==> src/rtl/fetch_sequencer.sv <==
// Fetch sequencer: owns PC/LR, drives a req/gnt/rvalid instruction port and
// redirects on branch commands from decode, flushing wrong-path work.
module fetch_sequencer #(
  parameter logic [15:0] RESET_VEC    = 16'h0000,
  parameter int          FLUSH_CYCLES = 1
) (
  input  logic        i_clk,
  input  logic        i_reset,
  input  logic        i_stall,
  input  logic        i_halt_req,
  output logic        o_imem_req,
  output logic [15:0] o_imem_addr,
  input  logic        i_imem_gnt,
  input  logic        i_imem_rvalid,
  input  logic [15:0] i_imem_rdata,
  output logic        o_instr_valid,
  output logic [15:0] o_instr,
  output logic [15:0] o_instr_pc,
  input  logic        i_br_valid,
  output logic        o_br_ready,
  input  logic [2:0]  i_br_code,
  input  logic [15:0] i_br_pc,
  input  logic [7:0]  i_br_upper,
  input  logic [2:0]  i_br_lower,
  input  logic        i_br_carry,
  input  logic [15:0] i_br_abs,
  output logic        o_flush,
  output logic [15:0] o_lr,
  output logic        o_halted
);

  typedef enum logic [2:0] {
    S_FETCH, S_WAIT, S_HOLD, S_DRAIN, S_FLUSH, S_HALT
  } seqState_t;

  localparam logic [2:0] FLUSH_LOAD = 3'(FLUSH_CYCLES);

  seqState_t   r_state, w_nextState;
  logic [15:0] r_pc, r_lr, r_instr, r_instrPc;
  logic        r_instrValid;
  logic [2:0]  r_flushCnt, w_nextCnt, w_cntDec;
  logic [7:0]  w_pageHi;
  logic [15:0] w_target;
  logic        w_brReady, w_brAccept, w_wordIn;

  assign w_brReady  = !i_reset &&
                      (r_state == S_FETCH || r_state == S_WAIT || r_state == S_HOLD);
  assign w_brAccept = i_br_valid && w_brReady;
  assign w_wordIn   = (r_state == S_WAIT) && i_imem_rvalid && !w_brAccept;
  assign w_cntDec   = (r_flushCnt != 3'd0) ? r_flushCnt - 3'd1 : 3'd0;
  assign w_pageHi   = i_br_pc[15:8] + {5'b0, i_br_lower} + {7'b0, i_br_carry};

  // Return (11) reads the LR value held before any link write this cycle.
  always_comb begin
    w_target = i_br_pc + 16'd1;
    case (i_br_code[1:0])
      2'b00:   w_target = i_br_pc + 16'd1;
      2'b01:   w_target = {w_pageHi, i_br_upper};
      2'b10:   w_target = i_br_abs;
      default: w_target = r_lr;
    endcase
  end

  always_comb begin
    w_nextState = r_state;
    w_nextCnt   = r_flushCnt;
    case (r_state)
      S_FETCH: begin
        if (w_brAccept) begin
          w_nextState = i_imem_gnt ? S_DRAIN : S_FLUSH;
          w_nextCnt   = FLUSH_LOAD;
        end else if (i_imem_gnt) begin
          w_nextState = S_WAIT;
        end else if (i_halt_req) begin
          w_nextState = S_HALT;
        end
      end
      S_WAIT: begin
        if (w_brAccept) begin
          w_nextState = i_imem_rvalid ? S_FLUSH : S_DRAIN;
          w_nextCnt   = FLUSH_LOAD;
        end else if (i_imem_rvalid) begin
          w_nextState = i_stall ? S_HOLD : S_FETCH;
        end
      end
      S_HOLD: begin
        if (w_brAccept) begin
          w_nextState = S_FLUSH;
          w_nextCnt   = FLUSH_LOAD;
        end else if (i_halt_req) begin
          w_nextState = S_HALT;
        end else if (!i_stall) begin
          w_nextState = S_FETCH;
        end
      end
      // Flush cycles keep elapsing while the orphaned word is outstanding.
      S_DRAIN: begin
        w_nextCnt = w_cntDec;
        if (i_imem_rvalid) begin
          w_nextState = (r_flushCnt <= 3'd1) ? S_FETCH : S_FLUSH;
        end
      end
      S_FLUSH: begin
        w_nextCnt = w_cntDec;
        if (r_flushCnt <= 3'd1) begin
          w_nextState = S_FETCH;
        end
      end
      S_HALT:  w_nextState = S_HALT;
      default: w_nextState = S_FETCH;
    endcase
  end

  always_ff @(posedge i_clk) begin
    if (i_reset) begin
      r_state      <= S_FETCH;
      r_flushCnt   <= 3'd0;
      r_pc         <= RESET_VEC;
      r_lr         <= 16'h0000;
      r_instr      <= 16'h0000;
      r_instrPc    <= 16'h0000;
      r_instrValid <= 1'b0;
    end else begin
      r_state    <= w_nextState;
      r_flushCnt <= w_nextCnt;
      if (w_brAccept && i_br_code[2]) begin
        r_lr <= i_br_pc + 16'd1;
      end
      if (w_brAccept) begin
        r_pc         <= w_target;
        r_instrValid <= 1'b0;
      end else if (w_wordIn) begin
        r_instr      <= i_imem_rdata;
        r_instrPc    <= r_pc;
        r_instrValid <= 1'b1;
        r_pc         <= r_pc + 16'd1;
      end else if (!i_stall) begin
        r_instrValid <= 1'b0;
      end
    end
  end

  assign o_imem_req    = !i_reset && (r_state == S_FETCH);
  assign o_imem_addr   = r_pc;
  assign o_br_ready    = w_brReady;
  assign o_flush       = !i_reset && (r_state == S_DRAIN || r_state == S_FLUSH);
  assign o_halted      = !i_reset && (r_state == S_HALT);
  assign o_instr_valid = r_instrValid;
  assign o_instr       = r_instr;
  assign o_instr_pc    = r_instrPc;
  assign o_lr          = r_lr;

endmodule

==> config.mk <==
export PLATFORM = sky130hd
export DESIGN_NAME = fetch_sequencer
export DESIGN_NICKNAME = d
export VERILOG_FILES = /design/src/rtl/fetch_sequencer.sv
export SDC_FILE = /design/constraint.sdc
export NUM_CORES = 1
export LEC_CHECK = 0
export CAP_MARGIN = 20
export CORE_UTILIZATION = 40
export CTS_CLUSTER_SIZE = 30
export DETAILED_ROUTE_END_ITERATION = 10
export HOLD_SLACK_MARGIN = 0.02
export PLACE_DENSITY = 0.73
export SETUP_SLACK_MARGIN = 0.5
export SLEW_MARGIN = 5
export SYNTH_ARGS = -nofsm -noshare
export SYNTH_HDL_FRONTEND = slang
export SYNTH_SLANG_ARGS = --single-unit
export TNS_END_PERCENT = 1
==> constraint.sdc <==
create_clock -name i_clk -period 3.47 [get_ports i_clk]
set_clock_uncertainty 0.2 [all_clocks]
set_input_delay 0.5205 -clock i_clk [delete_from_list [all_inputs] [get_ports i_clk]]
set_output_delay 0.5205 -clock i_clk [all_outputs]
set_load 0.03 [all_outputs]
# == Word-level counts from Yosys, hierarchy flattened ==
# Index checks and enable logic that the tools add are counted.
# W data, S select, Z words.
# op_classes
n_addsub,5
multipliers,0
magnitude_cmp,1
n_bitwise,1
muxes,23
eq_ne,14
div_mod_pow,0
shifts,0
reduce_logical,24
# op_table
cell,count
$pmux W16 S3,1
$mux W3,15
$add A16 B1 Y16 const B,2
$mux W16,2
$pmux W3 S6,1
$add A8 B1 Y8,1
$add A8 B3 Y8,1
$logic_and A1 B1 Y1,8
$ne A4 B4 Y1 const B,2
$eq A3 B2 Y1 const B,2
$eq A3 B3 Y1 const B,2
$pmux W3 S2,1
$reduce_and A5 Y1,1
$ne A2 B1 Y1 const B,2
$ne A2 B2 Y1 const B,2
$reduce_and A2 Y1,2
$reduce_bool A2 Y1,2
$reduce_or A2 Y1,2
$eq A3 B1 Y1 const B,1
$le A3 B1 Y1 const B,1
$logic_not A3 Y1,1
$logic_or A1 B1 Y1,3
$ne A3 B3 Y1 const B,1
$reduce_bool A3 Y1,1
other kinds (9),11
# word_totals
latchBits,0
mem_count,0
mem_bits_rw,0
word_cells,75
mem_bits_ro,0
ff_bits,71
in_bits,70
out_inout_bits,69

# == Depth between registers and ports, before layout ==
# depth
ltp_word,9
depth_mapped,8
depth_no_buf,8

# == Least setup slack after synthesis ==
# Ideal clock, no wire load.
# synth_timing
kind,input to output
from,input port i_reset
to,output port o_imem_req
t_required_ns,2.749
path_buffers,2
path_slack_ns,0.923
stages,3
t_arrival_ns,1.827
path_cell_list,clkbuf_1 clkbuf_1 nor4_1
# synth_between
elab_chain_len,2
# synth_lines
item,line,source
start: declaration,8,"input logic i_reset,"
$logic_not A1 Y1,143,assign o_imem_req = !i_reset && (r_state == S_FETCH);
$logic_and A1 B1 Y1,143,
end: declaration,11,"output logic o_imem_req,"
# No other way between the ends.

# == Worst setup path after layout ==
# layout_timing
from,register r_state[2]
to,output port o_flush
# layout_between
elab_chain_len,3
word_cells_on_any_way,4
classes_between,eq/ne (2); reduce/logical (2)
# layout_lines
item,line,source
start: declaration,38,"seqState_t r_state, w_nextState;"
start signal: assignment,124,r_state <= w_nextState;
$eq A3 B2 Y1 or $eq A3 B3 Y1 (tied branches),146,assign o_flush = !i_reset && (r_state == S_DRAIN || r_state == S_FLUSH);
$logic_or A1 B1 Y1 (*),146,
$logic_and A1 B1 Y1 (*),146,
end: declaration,27,"output logic o_flush,"
# Mark *: on every way between the ends. The rest lies on a longest branch, timed or not.

==> metrics.yaml <==
hold_viol: 0
cp_data_required_time_ps: 2750
synthAdderAreaFrac_pct: 2.248
cp.arrival_ps: 2060
fp-row-count: 36
fin_ws_ps: 686.2
synthSimpleGateAreaFrac_pct: 24.73
initial_utilization_pct: 41.19
cts_buffers: 9
synth_compound_area_share_pct: 19.14
maxCapViolations: 0
path_max_fanout: 15
setup_viol: 0
drive_gt1_share_pct: 10.00
max_stage_delay_ps: 610
nets: 681
worstHoldPathCells: 2
worstHoldPathType: "register to register"
syn_area_um2: 4008
fmax_mhz: 359.2
synth_cells: 485
clkPwrFrac_pct: 29.2
worstSetupEndpointType: "output pin"
power_frac_seq_pct: 39.2
ios: 139
dieHeight_um: 102.1
wl_mm: 11.39
fin_crit_sh_pct: 80.23
r2r-end: "o_instr[0]"
reg2reg_from: "r_state[1]"
combPwrFrac_pct: 31.6
path_buf_inv: 1
syn-num-nets: 561
hold-path-endpoint: "o_instr[15]"
ff_latch_area_um2: 1424
htreeDepth: 3
num_vias: 3994
ys_seq_area_share_pct: 35.47
die_w_um: 102.1
rrSetupSlack_ps: 1050
path_clk_slew_ps: 80
antenna_left: 0
synthArstFlopShare_pct: 0
drc: 0
worstMarginPinSlew_ps: 708.2
power.density_nw_per_um2: 448.6
place_congestion: 0.8237
fill_cells: 931
synthXorXnorAreaFrac_pct: 6.119
mostFrequentLayoutCells: "clkdlybuf4s50_1, nand2_1, dfxtp_1, a21oi_1, nor2_1"
final_util_pct: 58.10
antennaDiodeCount: 0
grt_setup_unrepaired: "no"
dpl.hpwl_mm: 8.436
wl_per_cell_um: 15.33
clock_path_buffers: 2
p_leak_nw: 1.920
dr.pass1.iters: 4
synth_cell_type_count: 61
dr.first_iter.drc_count: 155
synth.avg_cell_area_um2: 8.263
area.growth.synth_to_final_pct: 41.06
cpMaxStageDelayCell: "clkdlybuf4s50_1"
pre_cts_ws_ps: 546.0
finalSetupTns_ps: 0
reg2regPathDepth: 6
slew_violations: 0
yosys_warnings: 0
viasPerCell: 5.376
grt_pass1_vias: 3779
cp_top_family: "buffers and inverters"
crit_chain: "and2b_1 > a22oi_2 > nor2_1 > clkdlybuf4s50_1"
cts_tree: "built"
min_period_ps: 2784
portBuffers: 138
start_kind: "register"
status: "finished, final reports clean"
gr-total-overflow: 0
path_class: "register to output pin"
synth_edf_count: 0
clkSinkCount: 71
ys_ff_latch: 71
antenna_found_initial: 0
synth_top_family_by_area: "simple AND/OR/NAND/NOR gates"
layout_commonest_cell: "clkdlybuf4s50_1"
die_area_um2: 10420
max_slew_margin_pct: 52.67
coreArea_um2: 9729
p_switching_uw: 866.6
p_int_mw: 1.669
synthMuxAreaShare_pct: 6.775
hold_start: "o_instr[15]"
ir_drop_mv: 0.1754
cts-root-buf: "clkbuf_8"
grt_usage_pct: 21.85
grt_pass1_wl_mm: 17.88
worstSkewPairLatency_ps: 340
multi_input_area_um2: 2370
synthFlopType: "dfxtp_1"
grt_max_degree: 59
cts_setup_buffers: 0
p_sw_share_pct: 34.18
power by group through the flow:
stage | clock network [mW] | registers, mW | logic, mW
CTS | 0.761 | 0.991 | 0.798
global route | 0.798 | 1.01 | 0.861
finish | 0.741 | 0.994 | 0.800
floorplan | 0 | 1.08 | 0.420
detailed placement | 0 | 1.01 | 0.795
global placement | 0 | 1.00 | 0.786
Yosys cell counts, drive strengths merged, types with 5 or more instances:
| cell | number | share of area (%) |
|---|---|---|
| a21oi | 55 | 6.9 |
| nand3 | 15 | 1.9 |
| buf | 23 | 3.5 |
| o211ai | 9 | 1.7 |
| nand4 | 12 | 2.2 |
| nand2 | 93 | 8.9 |
| xor2 | 18 | 3.9 |
| mux2i | 8 | 2.0 |
| and4 | 5 | 1.1 |
| mux4 | 6 | 3.4 |
| xnor2 | 10 | 2.2 |
| mux2 | 5 | 1.4 |
| nor4 | 5 | 1.1 |
| clkbuf | 13 | 1.2 |
| o21ai | 14 | 1.7 |
| dfxtp | 71 | 35 |
| nor2 | 33 | 3.3 |
| nor3 | 16 | 2.0 |
| inv | 9 | 0.84 |
| a211oi | 14 | 3.8 |
timing repair:
action | CTS | global route
gates resized for setup | 2 | 1
hold buffers | 0 | 0
setup endpoints to repair | 1 | 1
per-stage QoR:
| stage | power [mW] | instance area, um^2 | hold slack (ps) | cells |
|---|---|---|---|---|
| floorplan | 1.504 | 4008 | 261.8 | 485 |
| global placement | 1.790 | 5415 | 240.6 | 727 |
| detailed placement | 1.803 | 5415 | 246.9 | 727 |
| CTS | 2.550 | 5648 | 257.9 | 743 |
| global route | 2.665 | 5653 | 272.6 | 743 |
| finish | 2.536 | 5653 | 255.4 | 743 |
how the worst max path moves through the flow:
stage / from / endpoint / cells after the start
6_report: r_state[2] / o_flush / 4
5_1_grt: r_state[2] / o_flush / 4
4_1_cts: r_state[2] / o_flush / 4
3_5_place_dp: i_br_pc[8] / o_imem_addr[12] / 9
3_3_place_gp: i_br_pc[8] / o_imem_addr[12] / 9
2_1_floorplan: i_reset / o_imem_req / 3
worst min-delay path, stage by stage, from the launching register on:
cell and delay (ps):
dfxtp_1 310, nand2_1 50, a21oi_1 50
flip-flops by register name, summed over array words and instances (netlist names):
| register | count |
|---|---|
| o_imem_addr | 16 |
| o_instr | 16 |
| o_instr_pc | 16 |
| o_instr_valid | 1 |
| o_lr | 16 |
| r_flushCnt | 3 |
| r_state | 3 |
final cells by class:
class | instances | share of cell area (%)
Clock buffer | 10 | 2.435
Clock inverter | 6 | 1.638
Inverter | 9 | 0.5976
Multi-Input combinational cell | 369 | 41.92
Sequential cell | 71 | 25.19
Tap cell | 133 | 2.944
Timing Repair Buffer | 145 | 25.28
cells by family (layout without fill, tap and decap cells):
kind of cell	Yosys count	after routing
and+or+nand+nor	200	200
AOI/OAI and AO/OA	116	116
DFF	71	71
buffers and inverters	45	170
xor gates and xnor gates	28	28
muxes	19	19
adders and majority gates	6	6
metal layers:
layer | global-route usage, % | up-vias | wire length, um
met1 | 29.18 | 1884 | 5179
met4 | 8.791 | 0 | 256
met3 | 2.736 | 22 | 525
met2 | 35.83 | 125 | 5431
met5 | 0 | - | 0
li1 | - | 1963 | -
No activity file was read; power rests on OpenSTA's default activity.
